$ cat src/rtl/pipe_stage_skid_reg.sv
// Handshaked pipeline-stage register with an optional skid slot.
// Flush kills held beats, and the control bundle reads CTRL_SAFE whenever the output is invalid.
module pipe_stage_skid_reg #(
    parameter int unsigned          CTRL_W    = 16,
    parameter int unsigned          DATA_W    = 165,
    parameter logic [CTRL_W-1:0]    CTRL_SAFE = {CTRL_W{1'b0}},
    parameter bit                   SKID_EN   = 1'b1
) (
    input  logic              i_clk,
    input  logic              i_reset,
    input  logic              i_up_valid,
    output logic              o_up_ready,
    input  logic [CTRL_W-1:0] i_up_ctrl,
    input  logic [DATA_W-1:0] i_up_data,
    input  logic              i_flush,
    output logic              o_dn_valid,
    input  logic              i_dn_ready,
    output logic [CTRL_W-1:0] o_dn_ctrl,
    output logic [DATA_W-1:0] o_dn_data,
    output logic [1:0]        o_occ
);

    logic              main_valid_q, main_valid_d;
    logic [CTRL_W-1:0] main_ctrl_q,  main_ctrl_d;
    logic [DATA_W-1:0] main_data_q,  main_data_d;
    logic              skid_valid_q, skid_valid_d;
    logic [CTRL_W-1:0] skid_ctrl_q,  skid_ctrl_d;
    logic [DATA_W-1:0] skid_data_q,  skid_data_d;
    logic              up_ready_q,   up_ready_d;
    logic [1:0]        occ_q,        occ_d;

    logic              up_ready_s;
    logic              up_accept_s;
    logic              dn_accept_s;

    // Without a skid slot, ready must look through to downstream in the same cycle.
    assign up_ready_s  = SKID_EN ? up_ready_q : (!main_valid_q || i_dn_ready);
    assign up_accept_s = i_up_valid && up_ready_s;
    assign dn_accept_s = main_valid_q && i_dn_ready;

    // Next-state for main/skid slots, the registered ready and the occupancy count.
    always_comb begin
        main_valid_d = main_valid_q;
        main_ctrl_d  = main_ctrl_q;
        main_data_d  = main_data_q;
        skid_valid_d = skid_valid_q;
        skid_ctrl_d  = skid_ctrl_q;
        skid_data_d  = skid_data_q;
        up_ready_d   = up_ready_q;
        occ_d        = occ_q;

        if (i_flush) begin
            // Any upstream beat in this cycle is discarded; data registers keep stale contents.
            main_valid_d = 1'b0;
            main_ctrl_d  = CTRL_SAFE;
            skid_valid_d = 1'b0;
            skid_ctrl_d  = CTRL_SAFE;
        end else if (SKID_EN) begin
            if (!main_valid_q) begin
                if (up_accept_s) begin
                    main_valid_d = 1'b1;
                    main_ctrl_d  = i_up_ctrl;
                    main_data_d  = i_up_data;
                end else begin
                    main_valid_d = 1'b0;
                end
            end else if (dn_accept_s) begin
                if (skid_valid_q) begin
                    // Ready was low, so no upstream beat can arrive alongside the refill.
                    main_ctrl_d  = skid_ctrl_q;
                    main_data_d  = skid_data_q;
                    skid_valid_d = 1'b0;
                end else if (up_accept_s) begin
                    main_ctrl_d  = i_up_ctrl;
                    main_data_d  = i_up_data;
                end else begin
                    main_valid_d = 1'b0;
                end
            end else begin
                if (up_accept_s) begin
                    skid_valid_d = 1'b1;
                    skid_ctrl_d  = i_up_ctrl;
                    skid_data_d  = i_up_data;
                end else begin
                    skid_valid_d = skid_valid_q;
                end
            end
        end else begin
            if (up_accept_s) begin
                main_valid_d = 1'b1;
                main_ctrl_d  = i_up_ctrl;
                main_data_d  = i_up_data;
            end else if (dn_accept_s) begin
                main_valid_d = 1'b0;
            end else begin
                main_valid_d = main_valid_q;
            end
        end

        if (SKID_EN) begin
            up_ready_d = !skid_valid_d;
        end else begin
            up_ready_d = 1'b1;
        end
        occ_d = {1'b0, main_valid_d} + {1'b0, skid_valid_d};
    end

    // State registers; reset leaves the stage empty with ready asserted.
    always_ff @(posedge i_clk or posedge i_reset) begin
        if (i_reset) begin
            main_valid_q <= 1'b0;
            main_ctrl_q  <= CTRL_SAFE;
            main_data_q  <= {DATA_W{1'b0}};
            skid_valid_q <= 1'b0;
            skid_ctrl_q  <= CTRL_SAFE;
            skid_data_q  <= {DATA_W{1'b0}};
            up_ready_q   <= 1'b1;
            occ_q        <= 2'd0;
        end else begin
            main_valid_q <= main_valid_d;
            main_ctrl_q  <= main_ctrl_d;
            main_data_q  <= main_data_d;
            skid_valid_q <= skid_valid_d;
            skid_ctrl_q  <= skid_ctrl_d;
            skid_data_q  <= skid_data_d;
            up_ready_q   <= up_ready_d;
            occ_q        <= occ_d;
        end
    end

    assign o_up_ready = up_ready_s;
    assign o_dn_valid = main_valid_q;
    assign o_dn_ctrl  = main_valid_q ? main_ctrl_q : CTRL_SAFE;
    assign o_dn_data  = main_data_q;
    assign o_occ      = occ_q;

endmodule

$ cat config.mk
export PLATFORM = sky130hd
export DESIGN_NAME = pipe_stage_skid_reg
export DESIGN_NICKNAME = d
export VERILOG_FILES = /design/src/rtl/pipe_stage_skid_reg.sv
export SDC_FILE = /design/constraint.sdc
export NUM_CORES = 1
export LEC_CHECK = 0
export CORE_MARGIN = 5
export CORE_UTILIZATION = 49
export CTS_BUF_LIST = sky130_fd_sc_hd__clkbuf_16
export CTS_CLUSTER_SIZE = 28
export DETAILED_ROUTE_END_ITERATION = 8
export HOLD_SLACK_MARGIN = 0.03
export PLACE_DENSITY = 0.87
export RECOVER_POWER = 50
export SETUP_SLACK_MARGIN = 0.1
export SLEW_MARGIN = 5
export SYNTH_ARGS = -nofsm -noshare
export SYNTH_HDL_FRONTEND = slang
export SYNTH_SLANG_ARGS = --single-unit
$ cat constraint.sdc
create_clock -name i_clk -period 15.3 [get_ports i_clk]
set_input_delay 3.06 -clock i_clk [delete_from_list [all_inputs] [get_ports i_clk]]
set_output_delay 3.06 -clock i_clk [all_outputs]
set_load 0.05 [all_outputs]
* After elaboration in Yosys (flattened, before gate mapping) *
Index checks and enable logic that the tools add are counted.

cells by class
  add/sub/neg operators = 1
  $mul = 0
  div/mod/pow operators = 0
  order comparisons = 0
  eq/ne operators = 3
  shift-type cells = 0
  muxes and demuxes = 23
  bitwise logic cells = 2
  reduce and logical (&&, ||, !) cells = 8

operators by type and width
  cell                  count
  $mux W165             4
  $mux W16              10
  $mux W1               9
  $reduce_and A4 Y1     1
  $reduce_bool A2 Y1    2
  $ne A3 B2 Y1 const B  1
  $reduce_and A3 Y1     1
  $add A1 B1 Y2         1
  $logic_and A1 B1 Y1   2
  $ne A2 B1 Y1 const B  1
  $ne A2 B2 Y1 const B  1
  $not A1 Y1            2
  $reduce_and A2 Y1     1
  $logic_not A1 Y1      1

word-level totals
  register bits after elaboration = 367
  bits in latches = 0
  bits in writable memories = 0
  ROM bits = 0
  input port bits = 186
  output and inout port bits = 185
  word-level logic and storage cells = 45
  memories = 0

* Longest topological paths before layout *
Gate-level depths: netlist of the first run.

  word-level depth = 7
  gate-level depth with buffers = 6
  mapped depth without buffers = 4

* Least setup slack after synthesis of the first run *
Ideal clock, no wire load.

  path type = register to output
  from = register main_valid_q, in the netlist o_dn_valid
  to = output o_dn_ctrl[15]
  arrival time = 1621 ps
  setup slack = 10619 ps
  cell stages (with the launch flop) = 4
  path buffers = 2
  cell sequence = dfrtp_1 > buf_2 > clkbuf_1 > and2_1

between the ends
  cells in the longest elaborated chain, start to end = 1

ends and longest elaborated chain
  item                    line  text
  start, declared         23    logic main_valid_q, main_valid_d;
  start signal, assigned  120   main_valid_q <= main_valid_d;
  $mux W16                133   assign o_dn_ctrl = main_valid_q ? main_ctrl_q : CTRL_SAFE;
  end, declared           18    output logic [CTRL_W-1:0] o_dn_ctrl,

Every way passes these cells.

==> results of run 1 <==
-- power by group --
group | total, mW | internal (mW) | leakage [nW] | switching, mW
Combinational | 0.779 | 0.313 | 3.66 | 0.466
Sequential | 1.29 | 1.18 | 4.57 | 0.113
Clock | 0.863 | 0.494 | 0.601 | 0.368
-- flip-flops by register name (all words and copies together) (netlist names) --
register	flops
main_ctrl_q	16
o_up_ready	1
o_dn_valid	1
o_occ	2
o_dn_data	165
skid_valid_q	1
skid_ctrl_q	16
skid_data_q	165
-- layout by cell type (no fill, tap or decap), types with 2 or more instances in the layout --
cell               n
a31oi_1            2
dfrtp_1          366
and2_1           181
nand2b_1          17
inv_1             11
a221o_1          165
nand2_1            3
and3b_1            2
bufinv_16          2
clkbuf_16         39
o22ai_1           16
a21boi_0          16
o21ai_0           16
a21oi_1           17
mux2_2           165
dlygate4sd3_1    171
buf_4             10
clkinv_2           3
clkdlybuf4s50_1  199
a22o_1            16
clkinv_1          12
-- per-stage QoR --
stage | hold WS [ns] | total power [mW] | instances | util, % | worst slack (ns)
after floorplan | 0.472 | 1.81 | 1083 | - | 2.05
after global placement | 0.480 | 2.09 | 1771 | 62.0 | 8.97
after detailed placement | 0.488 | 2.12 | 1771 | 62.0 | 8.90
after CTS | 0.501 | 2.99 | 1839 | 65.8 | 9.44
after global routing | 0.509 | 3.06 | 1839 | 65.7 | 5.64
final | 0.495 | 2.93 | 1840 | 65.7 | 6.81
-- metal layers --
metal / vias to the layer above / global-route usage (%) / wire, um
met3: 99 / 6.78 / 3710
met1: 5455 / 30.0 / 15700
met4: 2 / 7.58 / 1450
li1: 4720 / - / -
met2: 480 / 35.3 / 18700
met5: - / 0 / 11
-- cells by family after synthesis --
kind of cell	Yosys count	share of synthesized area (%)
flip-flops	367	60.8
multiplexers	165	12.3
buffers and inverters	91	3.48
AO/OA/AOI/OAI	252	14.8
AND/OR/NAND/NOR	207	8.59
adder cells (fa/ha/maj)	1	0.0828
-- synthesized netlist by cell type (all sizes together) (3+ instances only) --
master / number / area share, %
dfrtp: 366 / 61
nand2b: 17 / 0.70
clkbuf: 40 / 0.99
buf: 49 / 2.4
a21boi: 17 / 0.92
a22o: 16 / 0.93
mux2: 165 / 12
nand2: 3 / 0.075
a21oi: 17 / 0.56
o21ai: 16 / 0.53
o22ai: 16 / 0.66
a221o: 165 / 11
and2: 181 / 7.5
-- path summary, 6_finish.rpt --
kind | to | startpoint | cells after the start
setup reg to reg | o_dn_data[23]$_DFFE_PP0P_ | o_dn_valid$_DFF_PP0_ | 5
max in group i_clk | o_dn_data[23]$_DFFE_PP0P_ | i_dn_ready | 5
min in group asynchronous | skid_data_q[40]$_DFFE_PP0P_ | i_reset | 2
setup / recovery | o_dn_data[148]$_DFFE_PP0P_ | i_reset | 4
hold reg to reg | skid_data_q[49]$_DFFE_PP0P_ | skid_data_q[49]$_DFFE_PP0P_ | 1
hold / removal | skid_data_q[49]$_DFFE_PP0P_ | skid_data_q[49]$_DFFE_PP0P_ | 1
-- worst reg2reg max path: cells and delay by family, from the launching register on --
| kind | cells | cell delay (ns) |
|---|---|---|
| AND/OR/NAND/NOR | 1 | 0.34 |
| buffers and inverters | 2 | 1.27 |
| flip-flops | 1 | 0.32 |
| AO/OA/AOI/OAI | 2 | 1.10 |
-- final cells by class --
cell class / instances / area share [%]
diodes: 1 / 0.0125
clock buffers: 39 / 4.87
clock inverters: 29 / 0.873
inverters: 2 / 0.0437
multi-input cells: 625 / 27.0
flip-flops and latches: 367 / 45.8
well taps: 396 / 2.47
repair buffers: 381 / 18.9
==> out/metrics.cfg, run 1 <==
[finish]
seqCellArea_um2 = 9190
nFillCells = 2116
num-nets-final = 1603
area_growth_pct = 32.7
stdcell_area_um2 = 20100
layout-drive-gt1-share_pct = 15.7
multi_input_area_um2 = 5410

[place]
portBuffers = 370
dpl_cell_area_um2 = 18900
globalplace.congestion = 0.778
place_hpwl_um = 24900

[sta]
relSlewSlack_pct = -291
fin_skew_ns = 0.0119
post-route-min-period_ns = 8.49
min_period_over_period_pct = 55.5
hold_viol = 0
drv_slew = 135
final-setup-viol-count = 0
fmaxAchievable_ghz = 0.118
tightest_slew_ns = 5.83
rsz0062_at_grt = false
fin_tns_setup_ns = 0

[critical_path]
path_buf_inv = 4
cp_max_fo = 134
max_stage_delay_ns = 3.27
critPathLaunchType = primary input
crit_arrival_ns = 8.98
crit_type = in -> async
critPathTopFamily = buffers and inverters
cp_common_cell = buf_4
crit_required_ns = 15.79
r2r_slack_ns = 12.19
cp_slowest_cell = clkinvlp_2
path_cells = dlygate4sd3_1 -> clkinvlp_2 -> buf_4 -> buf_4
end_kind = asynchronous set/reset pin

[route]
drt_drc_violations_left = 0
postRouteAntennaNets = 0
wirelength_um = 39600
vias = 10800
avgRoutedWirePerCell_um = 21.5
drt_first_pass_iters = 5
drtIter0Drc = 882
vias_per_cell = 5.85

[floorplan]
fp.dieH_um = 186
core-area_um2 = 30500
io_pins = 371
die_area_um2 = 34500
start_util_pct = 49.5
row_count = 64
die_w_um = 186

[yosys]
synthArstFlopShare_pct = 100
ys_ff_latch = 367
synth_ff_type = dfrtp_1
synth_nets = 1270
yosysUniqueCellTypes = 27
synth-edff-count = 0
synthCells = 1083
ys_warn_count = 0
syn_avg_cell_area_um2 = 14.0
syn_area_um2 = 15100
yosysSeqAreaShare_pct = 60.8

[global_routing]
grt_remaining_overflow = 0
grt_pass1_vias = 11300
grt_max_degree = 182
antenna_found_initial = 1
grt.total_usage_pct = 22.4
grt_pass1_wl_um = 62700

[clocking]
root_buffer = clkbuf_16
postCtsSetupBuffers = 0
ctsHoldBuffers = 0
clock_path_buffers = 3
cts_tree = built
cts.sinks = 367
cts_resized = 0
clk_latency_ns = 0.51
numCtsBuffers = 39
clkTransAtPathRegs_ns = 0.06
h-tree-depth = 2

[hold_path]
worstHoldPathType = reg -> reg

[run_status]
violations = capacitance limit, slew limit
status = complete, but fails checks

[pwr]
p_per_area_nw_per_um2 = 146
p_leak_nw = 8.83
vdd_ir_drop_max_uv = 98.5

[run]
maxCapViolations = 1

No activity file was read; power rests on OpenSTA's default activity.
==> run 2, diff against run 1 <==
==> constraint.sdc (replaced) <==
create_clock -name i_clk -period 8.85 [get_ports i_clk]
set_input_delay 1.77 -clock i_clk [delete_from_list [all_inputs] [get_ports i_clk]]
set_output_delay 1.77 -clock i_clk [all_outputs]
set_load 0.05 [all_outputs]
==> out/metrics.cfg, run 2 (synthesized netlist as in run 1, its figures left out) <==
[floorplan]
die_area_um2 = 34500
fp.dieH_um = 186
core-area_um2 = 30500
start_util_pct = 49.5
die_w_um = 186
io_pins = 371
row_count = 64

[global_routing]
antenna_found_initial = 3
grt.total_usage_pct = 22.9
grt_remaining_overflow = 0
grt_pass1_vias = 11200
grt_max_degree = 171
grt_pass1_wl_um = 63400

[critical_path]
crit_type = in -> reg
crit_arrival_ns = 5.08
path_buf_inv = 2
path_cells = dlygate4sd3_1 -> nor2b_1 -> a211o_4 -> buf_4 -> a221o_1
cp_max_fo = 83
max_stage_delay_ns = 0.89
cp_slowest_cell = buf_4
r2r_slack_ns = 5.21
end_kind = register
crit_required_ns = 9.29
critPathTopFamily = buffers and inverters
critPathLaunchType = primary input

[sta]
rsz0062_at_grt = false
min_period_over_period_pct = 52.5
fin_tns_setup_ns = 0
fmaxAchievable_ghz = 0.215
fin_skew_ns = 0.0204
final-setup-viol-count = 0
relSlewSlack_pct = 6.09
post-route-min-period_ns = 4.64
hold_viol = 0
drv_slew = 0
tightest_slew_ns = 1.40

[finish]
num-nets-final = 1603
multi_input_area_um2 = 5420
final_common_cell = dfrtp_1
area_growth_pct = 32.6
seqCellArea_um2 = 9190
layout-drive-gt1-share_pct = 16.1
nFillCells = 2167
stdcell_area_um2 = 20000
final_cell_mix = dfrtp_1 (366), clkdlybuf4s50_1 (289), and2_1 (181)

[place]
dpl_cell_area_um2 = 18900
portBuffers = 370
place_hpwl_um = 25800
globalplace.congestion = 0.787

[clocking]
clock_path_buffers = 3
root_buffer = clkbuf_16
ctsHoldBuffers = 0
h-tree-depth = 2
cts_resized = 0
postCtsSetupBuffers = 0
cts_tree = built
clk_latency_ns = 0.51
cts.sinks = 367
clkTransAtPathRegs_ns = 0.06
numCtsBuffers = 39

[route]
wirelength_um = 40400
vias = 10800
vias_per_cell = 5.85
maxUsedRoutingLayer = met4
met1Wirelength_um = 15800
avgRoutedWirePerCell_um = 21.9
drtIter0Drc = 925
drt_drc_violations_left = 0
met2WireLength_um = 19000
wl_met3_um = 4000
drt_first_pass_iters = 4
postRouteAntennaNets = 0

[hold_path]
worstHoldPathType = reg -> reg

[pwr]
p_per_area_nw_per_um2 = 253
vdd_ir_drop_max_uv = 192
p_leak_nw = 8.71

[run_status]
status = complete, no violations

[run]
maxCapViolations = 0

[run 2: per-stage QoR]
step                      hold WS [ns]  total power, mW  util (%)  setup WS [ns]  cells
after floorplan                  0.472             3.13         -           2.16   1083
after global placement           0.480             3.61      62.0           3.79   1771
after detailed placement         0.487             3.67      62.0           3.74   1771
after CTS                        0.499             5.13      65.7           4.24   1840
after global routing             0.504             5.29      65.7           4.09   1843
final                            0.494             5.06      65.7           4.21   1844
[run 2: worst paths after layout]
kind,startpoint,endpoint,depth (start not counted)
worst max-delay path,i_dn_ready,o_dn_data[159]$_DFFE_PP0P_,5
worst min-delay path,skid_data_q[146]$_DFFE_PP0P_,skid_data_q[146]$_DFFE_PP0P_,1
worst max register to register,o_dn_valid$_DFF_PP0_,o_dn_data[159]$_DFFE_PP0P_,4
worst min register to register,skid_data_q[146]$_DFFE_PP0P_,skid_data_q[146]$_DFFE_PP0P_,1
max in group asynchronous,i_reset,skid_data_q[104]$_DFFE_PP0P_,3
min in group asynchronous,i_reset,o_dn_data[154]$_DFFE_PP0P_,2
[run 2: routing by layer]
metal  vias to the layer above  global-route usage (%)
li1                       4703                       -
met1                      5522                    30.3
met2                       466                    35.7
met3                       101                    7.35
met4                         0                    8.57
met5                         -                       0
[run 2: power by group]
group | switching, mW | total (mW) | leakage, nW | internal, mW
clock network | 0.646 | 1.45 | 0.584 | 0.801
registers | 0.201 | 2.24 | 4.57 | 2.04
logic | 0.806 | 1.38 | 3.55 | 0.569
total | 1.65 | 5.06 | 8.71 | 3.41
[run 2: final cells by class]
class | instances | area share (%)
diodes | 4 | 0.0499
flip-flops and latches | 367 | 45.8
multi-input cells | 625 | 27.0
inverters | 2 | 0.0437
repair buffers | 381 | 19.0
well taps | 396 | 2.47
clock inverters | 30 | 0.693
clock buffers | 39 | 4.87
==> run 3, diff against run 2 <==
==> constraint.sdc (replaced) <==
create_clock -name i_clk -period 4.7 [get_ports i_clk]
set_input_delay 0.94 -clock i_clk [delete_from_list [all_inputs] [get_ports i_clk]]
set_output_delay 0.94 -clock i_clk [all_outputs]
set_load 0.05 [all_outputs]
==> out/metrics.cfg, run 3 (synthesized netlist as in run 1, its figures left out) <==
[floorplan]
die_w_um = 186
fp.dieH_um = 186
die_area_um2 = 34500
core-area_um2 = 30500
row_count = 64
io_pins = 371
start_util_pct = 49.5

[sta]
final-setup-viol-count = 0
relSlewSlack_pct = -24.3
fin_skew_ns = 0.00812
min_period_over_period_pct = 75.2
hold_slack_ns = 0.495
post-route-min-period_ns = 3.54
drv_slew = 69
fmaxAchievable_ghz = 0.283
tightest_slew_ns = 1.85
hold_viol = 0
fin_tns_setup_ns = 0
rsz0062_at_grt = false

[route]
drt_drc_violations_left = 0
drtIter0Drc = 665
vias = 10900
wirelength_um = 41600
avgRoutedWirePerCell_um = 22.5
vias_per_cell = 5.88
postRouteAntennaNets = 0
drt_first_pass_iters = 5

[global_routing]
antenna_found_initial = 2
grt_pass1_vias = 11600
grt_remaining_overflow = 0
grt_max_degree = 100
grt_pass1_wl_um = 65200
grt.total_usage_pct = 23.6

[finish]
num-nets-final = 1614
area_growth_pct = 33.7
final_cell_mix = dfrtp_1 (366), clkdlybuf4s50_1 (311), and2_1 (181)
layout-drive-gt1-share_pct = 16.0
nFillCells = 2123
stdcell_area_um2 = 20200
utilization_pct = 66.2
fin_cells = 1850
final_common_cell = dfrtp_1

[run_status]
violations = capacitance limit, slew limit
status = complete, but fails checks

[critical_path]
crit_type = in -> async
critPathLaunchType = primary input
r2r_slack_ns = 1.69
r2r_cells = 3
worstReg2RegEnd = skid_data_q[64]$_DFFE_PP0P_
cp_max_fo = 40
end_kind = asynchronous set/reset pin
r2r-start = o_dn_valid$_DFF_PP0_
crit_arrival_ns = 3.85
crit_required_ns = 5.02

[clocking]
cts_tree = built
cts_resized = 0
root_buffer = clkbuf_16
postCtsSetupBuffers = 0
h-tree-depth = 2
clkTransAtPathRegs_ns = 0.06
numCtsBuffers = 39
ctsHoldBuffers = 0
clock_path_buffers = 3
cts.sinks = 367
clk_latency_ns = 0.51

[hold_path]
hold_path_depth = 1
hold_path_startpoint = skid_data_q[164]$_DFFE_PP0P_
whs_endpoint = skid_data_q[164]$_DFFE_PP0P_
worstHoldPathType = reg -> reg

[place]
place_inst = 1782
dpl_cell_area_um2 = 19100
globalplace.congestion = 0.835
place_hpwl_um = 27000
portBuffers = 370

[run]
maxCapViolations = 2

[pwr]
p_per_area_nw_per_um2 = 477
p_leak_nw = 8.78
vdd_ir_drop_max_uv = 308

==> run 3: cell types whose count changed in the layout (fill, tap and decap cells not counted), sizes merged <==
cell | previous run | this run
clkdlybuf4s50 | 289 | 311
dlygate4sd3 | 81 | 59
clkinv | 21 | 7
inv | 10 | 19
clkbuf | 40 | 46
buf | 10 | 15
bufinv | 0 | 2
diode | 4 | 2
==> run 3: area by class of cell <==
| class | instances | area [um^2] | share of cell area [%] |
|---|---|---|---|
| Inverter | 2 | 8.76 | 0.0433 |
| Timing Repair Buffer | 392 | 3960 | 19.6 |
| Sequential cell | 367 | 9190 | 45.5 |
| Multi-Input combinational cell | 625 | 5410 | 26.8 |
| Tap cell | 396 | 495 | 2.45 |
| Clock inverter | 27 | 161 | 0.799 |
| Antenna cell | 2 | 5.00 | 0.0248 |
| Clock buffer | 39 | 976 | 4.83 |
==> run 3: worst max-delay path, stage by stage <==
cell and delay (ns):
dlygate4sd3_1 0.55, clkinvlp_2 1.09, clkbuf_1 1.24
==> run 3: routing by layer <==
layer / up-vias / wire length (um) / track usage (%)
met1: 5606 / 16300 / 30.1
met2: 444 / 20400 / 39.4
met3: 92 / 3570 / 7.05
li1: 4725 / - / -
met5: - / 11 / 0
met4: 2 / 1350 / 7.05
==> run 3: power breakdown <==
part	leakage, nW	internal, mW	switching, mW	total [mW]
Combinational	3.59	1.10	1.53	2.63
Clock	0.620	1.60	1.19	2.79
Sequential	4.57	3.84	0.386	4.23
Total	8.78	6.54	3.10	9.64
==> run 3: worst max path at each step <==
stage | startpoint | endpoint | cells after the start
after floorplan | i_reset | main_ctrl_q[0]$_DFFE_PP0P_ | 1
after global placement | i_dn_ready | o_dn_data[50]$_DFFE_PP0P_ | 6
after detailed placement | i_flush | o_dn_data[5]$_DFFE_PP0P_ | 5
after CTS | o_dn_valid$_DFF_PP0_ | o_dn_ctrl[3] | 2
after global routing | i_reset | main_ctrl_q[8]$_DFFE_PP0P_ | 3
final | i_reset | main_ctrl_q[2]$_DFFE_PP0P_ | 3
==> run 3: through the flow <==
stage	total power, mW	setup slack, ns
2_1_floorplan	5.89	-1.16
4_1_cts	9.76	1.17
3_5_place_dp	6.93	1.39
5_1_grt	10.0	0.619
3_3_place_gp	6.82	1.45
6_report	9.64	1.16
